[src/rtl/phasegen.sv]
// Four-phase instruction sequencer (IF/DE/EX/WB) with run, stop and single-step control.
// Optional breakpoint-on-PC support is compiled in when PHASEGEN_BREAKPOINT_EN is defined.
module phasegen (
    input  logic        i_clock,
    input  logic        i_reset,
    input  logic        i_run,
    input  logic        i_stop,
    input  logic        i_step_phase,
    input  logic        i_step_inst,
    input  logic        i_mem_wait,
    input  logic [31:0] i_pc,
    input  logic [31:0] i_bp_addr,
    input  logic        i_bp_en,
    output logic [3:0]  o_cstate,
    output logic        o_running,
    output logic        o_bp_hit
);

    localparam logic [3:0] PhIf = 4'b0001;
    localparam logic [3:0] PhWb = 4'b1000;

    typedef enum logic [1:0] {ModeStop, ModeRun, ModeStepI} mode_e;

    mode_e      r_mode, w_mode_nxt;
    logic [3:0] r_phase, w_phase_nxt;
    logic       r_stop_req, w_stop_req_nxt;
    logic       w_onehot, w_stall, w_adv, w_accept, w_resume, w_bp_stop;

    assign w_onehot = (r_phase == 4'b0001) || (r_phase == 4'b0010) ||
                      (r_phase == 4'b0100) || (r_phase == 4'b1000);
    assign w_stall  = (r_phase == PhWb) && i_mem_wait;

    always_comb begin
        w_mode_nxt     = r_mode;
        w_phase_nxt    = r_phase;
        w_stop_req_nxt = r_stop_req;
        w_adv          = 1'b0;
        w_accept       = 1'b0;
        w_resume       = 1'b0;
        case (r_mode)
            ModeStop: begin
                if (i_step_inst) begin
                    w_mode_nxt = ModeStepI;
                    w_accept   = 1'b1;
                    w_resume   = 1'b1;
                end else if (i_step_phase) begin
                    // A step requested during a WB stall is dropped, not deferred.
                    w_adv    = !w_stall;
                    w_accept = !w_stall;
                end else if (i_run) begin
                    w_mode_nxt = ModeRun;
                    w_accept   = 1'b1;
                    w_resume   = 1'b1;
                end
            end
            ModeRun: begin
                if (w_bp_stop) begin
                    w_mode_nxt     = ModeStop;
                    w_stop_req_nxt = 1'b0;
                end else begin
                    w_adv = !w_stall;
                    if (w_adv && (r_phase == PhWb) && r_stop_req) begin
                        w_mode_nxt     = ModeStop;
                        w_stop_req_nxt = 1'b0;
                    end else if (i_stop) begin
                        w_stop_req_nxt = 1'b1;
                    end
                end
            end
            ModeStepI: begin
                w_adv = !w_stall;
                if (w_adv && (r_phase == PhWb)) begin
                    w_mode_nxt = ModeStop;
                end
            end
            default: begin
                w_mode_nxt     = ModeStop;
                w_stop_req_nxt = 1'b0;
            end
        endcase
        if (!w_onehot) begin
            w_phase_nxt = PhIf;
        end else if (w_adv) begin
            w_phase_nxt = {r_phase[2:0], r_phase[3]};
        end
    end

    always_ff @(posedge i_clock) begin
        if (i_reset) begin
            r_mode     <= ModeStop;
            r_phase    <= PhIf;
            r_stop_req <= 1'b0;
        end else begin
            r_mode     <= w_mode_nxt;
            r_phase    <= w_phase_nxt;
            r_stop_req <= w_stop_req_nxt;
        end
    end

`ifdef PHASEGEN_BREAKPOINT_EN
    logic r_skip, w_skip_nxt;
    logic r_bp_hit, w_bp_hit_nxt;

    // The skip flag lets a resumed run leave the breakpointed IF once.
    assign w_bp_stop = (r_mode == ModeRun) && (r_phase == PhIf) && i_bp_en &&
                       (i_pc == i_bp_addr) && !r_skip;

    always_comb begin
        w_skip_nxt   = r_skip;
        w_bp_hit_nxt = r_bp_hit;
        if (w_resume) begin
            w_skip_nxt = 1'b1;
        end else if (w_adv && (r_phase == PhIf)) begin
            w_skip_nxt = 1'b0;
        end
        if (w_bp_stop) begin
            w_bp_hit_nxt = 1'b1;
        end else if (w_accept) begin
            w_bp_hit_nxt = 1'b0;
        end
    end

    always_ff @(posedge i_clock) begin
        if (i_reset) begin
            r_skip   <= 1'b0;
            r_bp_hit <= 1'b0;
        end else begin
            r_skip   <= w_skip_nxt;
            r_bp_hit <= w_bp_hit_nxt;
        end
    end

    assign o_bp_hit = r_bp_hit;
`else
    logic w_unused;
    assign w_unused  = ^{i_pc, i_bp_addr, i_bp_en, w_accept, w_resume};
    assign w_bp_stop = 1'b0;
    assign o_bp_hit  = 1'b0;
`endif

    assign o_cstate  = r_phase;
    assign o_running = (r_mode != ModeStop);

endmodule

[config.mk]
export PLATFORM = sky130hd
export DESIGN_NAME = phasegen
export DESIGN_NICKNAME = d
export VERILOG_FILES = /design/src/rtl/phasegen.sv
export SDC_FILE = /design/constraint.sdc
export NUM_CORES = 1
export LEC_CHECK = 0
export ABC_AREA = 1
export CAP_MARGIN = 20
export CORE_UTILIZATION = 22
export DETAILED_ROUTE_END_ITERATION = 16
export GPL_ROUTABILITY_DRIVEN = 1
export PLACE_DENSITY_LB_ADDON = 0.3
export SETUP_SLACK_MARGIN = 0.1
export SLEW_MARGIN = 30
export SYNTH_ARGS = -nofsm -noshare
export SYNTH_HDL_FRONTEND = slang
export SYNTH_SLANG_ARGS = --single-unit
[constraint.sdc]
create_clock -name i_clock -period 1.9 [get_ports i_clock]
set_clock_uncertainty 0.1 [all_clocks]
set_input_delay 0.38 -clock i_clock [delete_from_list [all_inputs] [get_ports i_clock]]
set_output_delay 0.38 -clock i_clock [all_outputs]
set_load 0.01 [all_outputs]
# [Word-level counts from Yosys, hierarchy flattened]
# Cells that the tools add are included.
[totals] wordCells=42 in_bits=72 reg_bits=7
[classes] n_mux=12 n_reduce_logical=14 eq_ne=11 n_bitwise=2
[op_table] op="two-way mux 2 bit" n=5
[op_table] op="!= test 3 bit, second input constant" n=3
[op_table] op="one-hot mux 2 bit (3 select lines)" n=1
[op_table] op="OR reduction 2 bit" n=3
[op_table] op="== test 4 x 1 -> 1 bit, second input constant" n=1
[op_table] op="== test 4 x 2 -> 1 bit, second input constant" n=1
[op_table] op="== test 4 x 3 -> 1 bit, second input constant" n=1
[op_table] op="== test 4 bit, second input constant" n=1
[op_table] op="two-way mux 1 bit" n=4
[op_table] op="!= test 2 bit, second input constant" n=2
[op_table] op="one-hot mux 1 bit (2 select lines)" n=2
[op_table] op="AND reduction 4 bit" n=1
[op_table] op="logical AND 1 bit" n=3
[op_table] op="logical OR 1 bit" n=3
[op_table] op="== test 2 x 1 -> 1 bit, second input constant" n=1
[op_table] op="== test 2 bit, second input constant" n=1
[op_table] op="zero test 2 bit" n=1
[op_table] op="inverter 1 bit" n=2
[op_table] op="AND reduction 2 bit" n=1
[op_table] op="nonzero test 2 bit" n=1
[op_table] op="zero test 1 bit" n=1

# [Logic depth before layout (Yosys ltp)]
[logic_depth] word_depth=7 mapped_depth=8

# [Worst setup path before layout]
# OpenSTA, ideal clock, no wires.
[synth_timing] kind="reg-to-reg" startpoint="register r_mode[0]" endpoint="register r_phase[0] (netlist: o_cstate[0])" path_slack_ps=538 arrival_ps=1145 required_time_ps=1683 synth_period_minus_slack_ps=1362 n_path_buf=0 stages_incl_launch_ff=8 setup_time_ps=117 cell_sequence="dfxtp_1 inv_1 ha_1 nand2_1 o21bai_2 nand3_2 a21oi_1 nand2_1"
[synth_via] elab_chain_cells=3 elab_cells_between_ends=5
[synth_rtl] item="start, declared" line="24" source="mode_e r_mode, w_mode_nxt;"
[synth_rtl] item="start signal, assigned" line="90" source="r_mode <= ModeStop;"
[synth_rtl] item="start signal, assigned" line="94" source="r_mode <= w_mode_nxt;"
[synth_rtl] item="== test 2 bit / == test 2 x 1 -> 1 bit (equally long branches)" line="40" source="case (r_mode)"
[synth_rtl] item="OR reduction 2 bit (no line)"
[synth_rtl] item="one-hot mux 1 bit (2 select lines) (*)" line="40"
[synth_rtl] item="end signal, assigned" line="91" source="r_phase <= PhIf;"
[synth_rtl] item="end signal, assigned" line="95" source="r_phase <= w_phase_nxt;"
[synth_rtl] item="end, declared" line="25" source="logic [3:0] r_phase, w_phase_nxt;"
# Mark *: on every way between the ends. The rest lies on a longest branch, timed or not.
# A chain may end at the register's enable or synchronous reset.

# [Final worst setup path]
[layout_timing] startpoint="register r_mode[0]" endpoint="output port o_running"
[layout_via] elab_chain_cells=1
[layout_rtl] item="nonzero test 2 bit" line="142" source="assign o_running = (r_mode != ModeStop);"
[layout_rtl] item="end, declared" line="15" source="output logic o_running,"
# No other way between the ends.

==> impl_metrics.csv <==
group,metric,value,unit
cts,cts_tree,"done",
min_path,whs_path_depth,2,
place,globalplace.congestion,0.742,
floorplanning,rows,16,
cts,ctsRootBufferMaster,"clkbuf_4",
global_route,busiest_layer,"met2",
min_path,hold_path.startpoint,"r_stop_req",
final_layout,regArea,146,µm²
job,max_cap_viol_count,0,
detailed_routing,wl_per_cell,8.69,µm
logic_synthesis,yosysWarningCount,0,
pwr,power,883,µW
sta,fin_setup_tns,0,ps
global_route,use_met3,6.23,%
global_route,grt_first_pass_wirelength,1590,µm
final_layout,nNetsFinal,158,
floorplanning,die_h,49.2,µm
logic_synthesis,ys_ff_latch,7,
final_layout,layout_common_cells,"nand2_1 (14), inv_1 (10), clkdlybuf4s50_1 (10), a21oi_1 (8)",
critical_path,crit_top_cell,"inv_1",
critical_path,worst_r2r_path_depth,7,
sta,rsz0062_at_grt,"false",
sta,period_needed,1700,ps
floorplanning,chipWidth,49.2,µm
run_status,status,"finished clean",
global_route,grtUsageMet1,9.76,%
final_layout,area_growth,34.8,%
critical_path,critPathArrivalTime,1220,ps
global_route,grt_usage,8.84,%
sta,slew_violations,0,
cts,cts_resized,2,
cts,hold_buffers,0,
global_route,overflow,0,
final_layout,diodes,0,
logic_synthesis,syn_area_per_cell,7.30,µm²
detailed_routing,routed_wirelength,938,µm
cts,cts_setup_buffers,0,
detailed_routing,vias_per_cell,4.12,
global_route,grt_max_degree,7,
logic_synthesis,synth_nets,143,
sta,setup_viol,0,
cts,clock_path_buffers,2,
critical_path,r2r-start,"r_mode[0]",
final_layout,multi_input_area,300,µm²
critical_path,end_kind,"output pin",
logic_synthesis,postSynthCellCount,67,
sta,fin_crit_sh,89.4,%
critical_path,path_cells,"inv_1 -> ha_1 -> inv_1 -> clkdlybuf4s15_1",
cts,clkLatencyLatePin,250,ps
detailed_routing,final_antenna_net_count,0,
critical_path,cp_slowest_cell,"dfxtp_2",
pwr,p_leak,0.272,nW
logic_synthesis,seq_area_frac_synth,28.6,%
global_route,grt_pass1_vias,403,
final_layout,mostFrequentLayoutCell,"nand2_1",
critical_path,ff2ff_setup_slack,400,ps
min_path,min_to,"r_stop_req",
floorplanning,start_util,24.2,%
final_layout,drive_gt1_share,21.0,%
place,portBuffers,11,
detailed_routing,dr.first_iter.drc_count,6,
detailed_routing,vias,445,
cts,path_clk_slew,50,ps
floorplanning,dieArea,0.00242,mm²
place,post-dp-hpwl,750,µm
global_route,use_met2,13.2,%
critical_path,critical_path.max_fanout,4,
pwr,powerDensity,1340,mW/mm²
global_route,antenna_found_initial,0,
pwr,peakVddDrop,417,µV
critical_path,reg2reg_to,"o_cstate[0]",
cts,htreeDepth,1,
cts,cts_sinks,7,
critical_path,cp.required,1420,ps
cts,numCtsBuffers,3,
detailed_routing,drt_first_pass_iters,3,
sta,hold_viol,0,
floorplanning,io_pins,78,
floorplanning,core,0.00202,mm²
detailed_routing,drc,0,
logic_synthesis,syn_area,489,µm²
critical_path,worstSetupPathType,"reg -> out",
min_path,hold_path_class,"reg -> reg",
logic_synthesis,synth_cell_type_count,17,
critical_path,critPathLaunchType,"flip-flop",
sta,fmax,0.589,GHz
final_layout,nFillCells,222,
critical_path,critical-path-max-stage-delay,350,ps
==> sequential cells by signal, indices dropped and copies added (netlist names) <==
| signal | flops |
|---|---|
| o_cstate | 4 |
| r_mode | 2 |
| r_stop_req | 1 |
==> worst max path at each step <==
| stage | startpoint | endpoint | slack (ps) | cells past startpoint |
|---|---|---|---|---|
| floorplan | r_mode[0] | o_cstate[0] | 540 | 7 |
| global placement | i_step_inst | o_cstate[0] | 130 | 7 |
| detailed placement | r_mode[0] | o_running | 110 | 4 |
| CTS | o_cstate[2] | o_cstate[2] | 100 | 1 |
| global route | r_mode[0] | o_running | 120 | 4 |
| finish | r_mode[0] | o_running | 200 | 4 |
==> cells in the mapped netlist (all sizes together) <==
cell    count  share of area [%]
a21oi       9                 12
ha          4                 10
conb        1               0.77
dfxtp       7                 29
buf         1                1.5
o21bai      1                2.3
nand4       5                6.4
inv        11                8.4
o21ai       1                1.0
a31oi       1                1.3
nand3       7                 10
nand2      14                 11
nor2        5                6.9
==> worst max-delay path: cells and delay by family (launching register included) <==
kind | cells | cell delay, ps
flip-flops | 1 | 350
buffers and inverters | 3 | 400
adder cells (fa/ha/maj) | 1 | 220
==> report_power, final <==
part / internal (mW) / switching [mW]
Sequential: 0.206 / 0.0653
Clock: 0.0769 / 0.0568
Combinational: 0.215 / 0.263
==> final cells by class <==
class                           count  area share [%]
Multi-Input combinational cell     48            45.5
Timing Repair Buffer               11            16.7
Tap cell                           27            5.12
Inverter                           11            6.26
Clock inverter                      1           0.759
Sequential cell                     7            22.2
Clock buffer                        3            3.42
==> metrics by stage <==
stage | area, µm² | std cells | hold WS, ps | utilization (%) | worst slack [ps]
global route | 659 | 108 | 438 | 32.6 | 119
finish | 659 | 108 | 392 | 32.6 | 201
floorplan | 489 | 67 | 352 | - | 538
CTS | 653 | 108 | 399 | 32.3 | 105
global placement | 626 | 104 | 370 | 30.9 | 127
detailed placement | 626 | 104 | 384 | 30.9 | 111
==> per-layer routing <==
metal	vias to the layer above	wire [µm]	part of all wire, %
li1	246	-	-
met1	187	459	49
met2	12	397	42
met3	0	81	8.6
met4	0	0	0
met5	-	0	0
==> cell families (layout without fill, tap and decap cells) <==
family	Yosys count	after routing	synth area share, %
buf+inv	12	26	9.98
simple gates	31	31	34.3
flops	7	7	28.6
fa+ha+maj	4	4	10.2
other cells	1	1	0.767
compound gates	12	12	16.1
No activity file was read; power rests on OpenSTA's default activity.
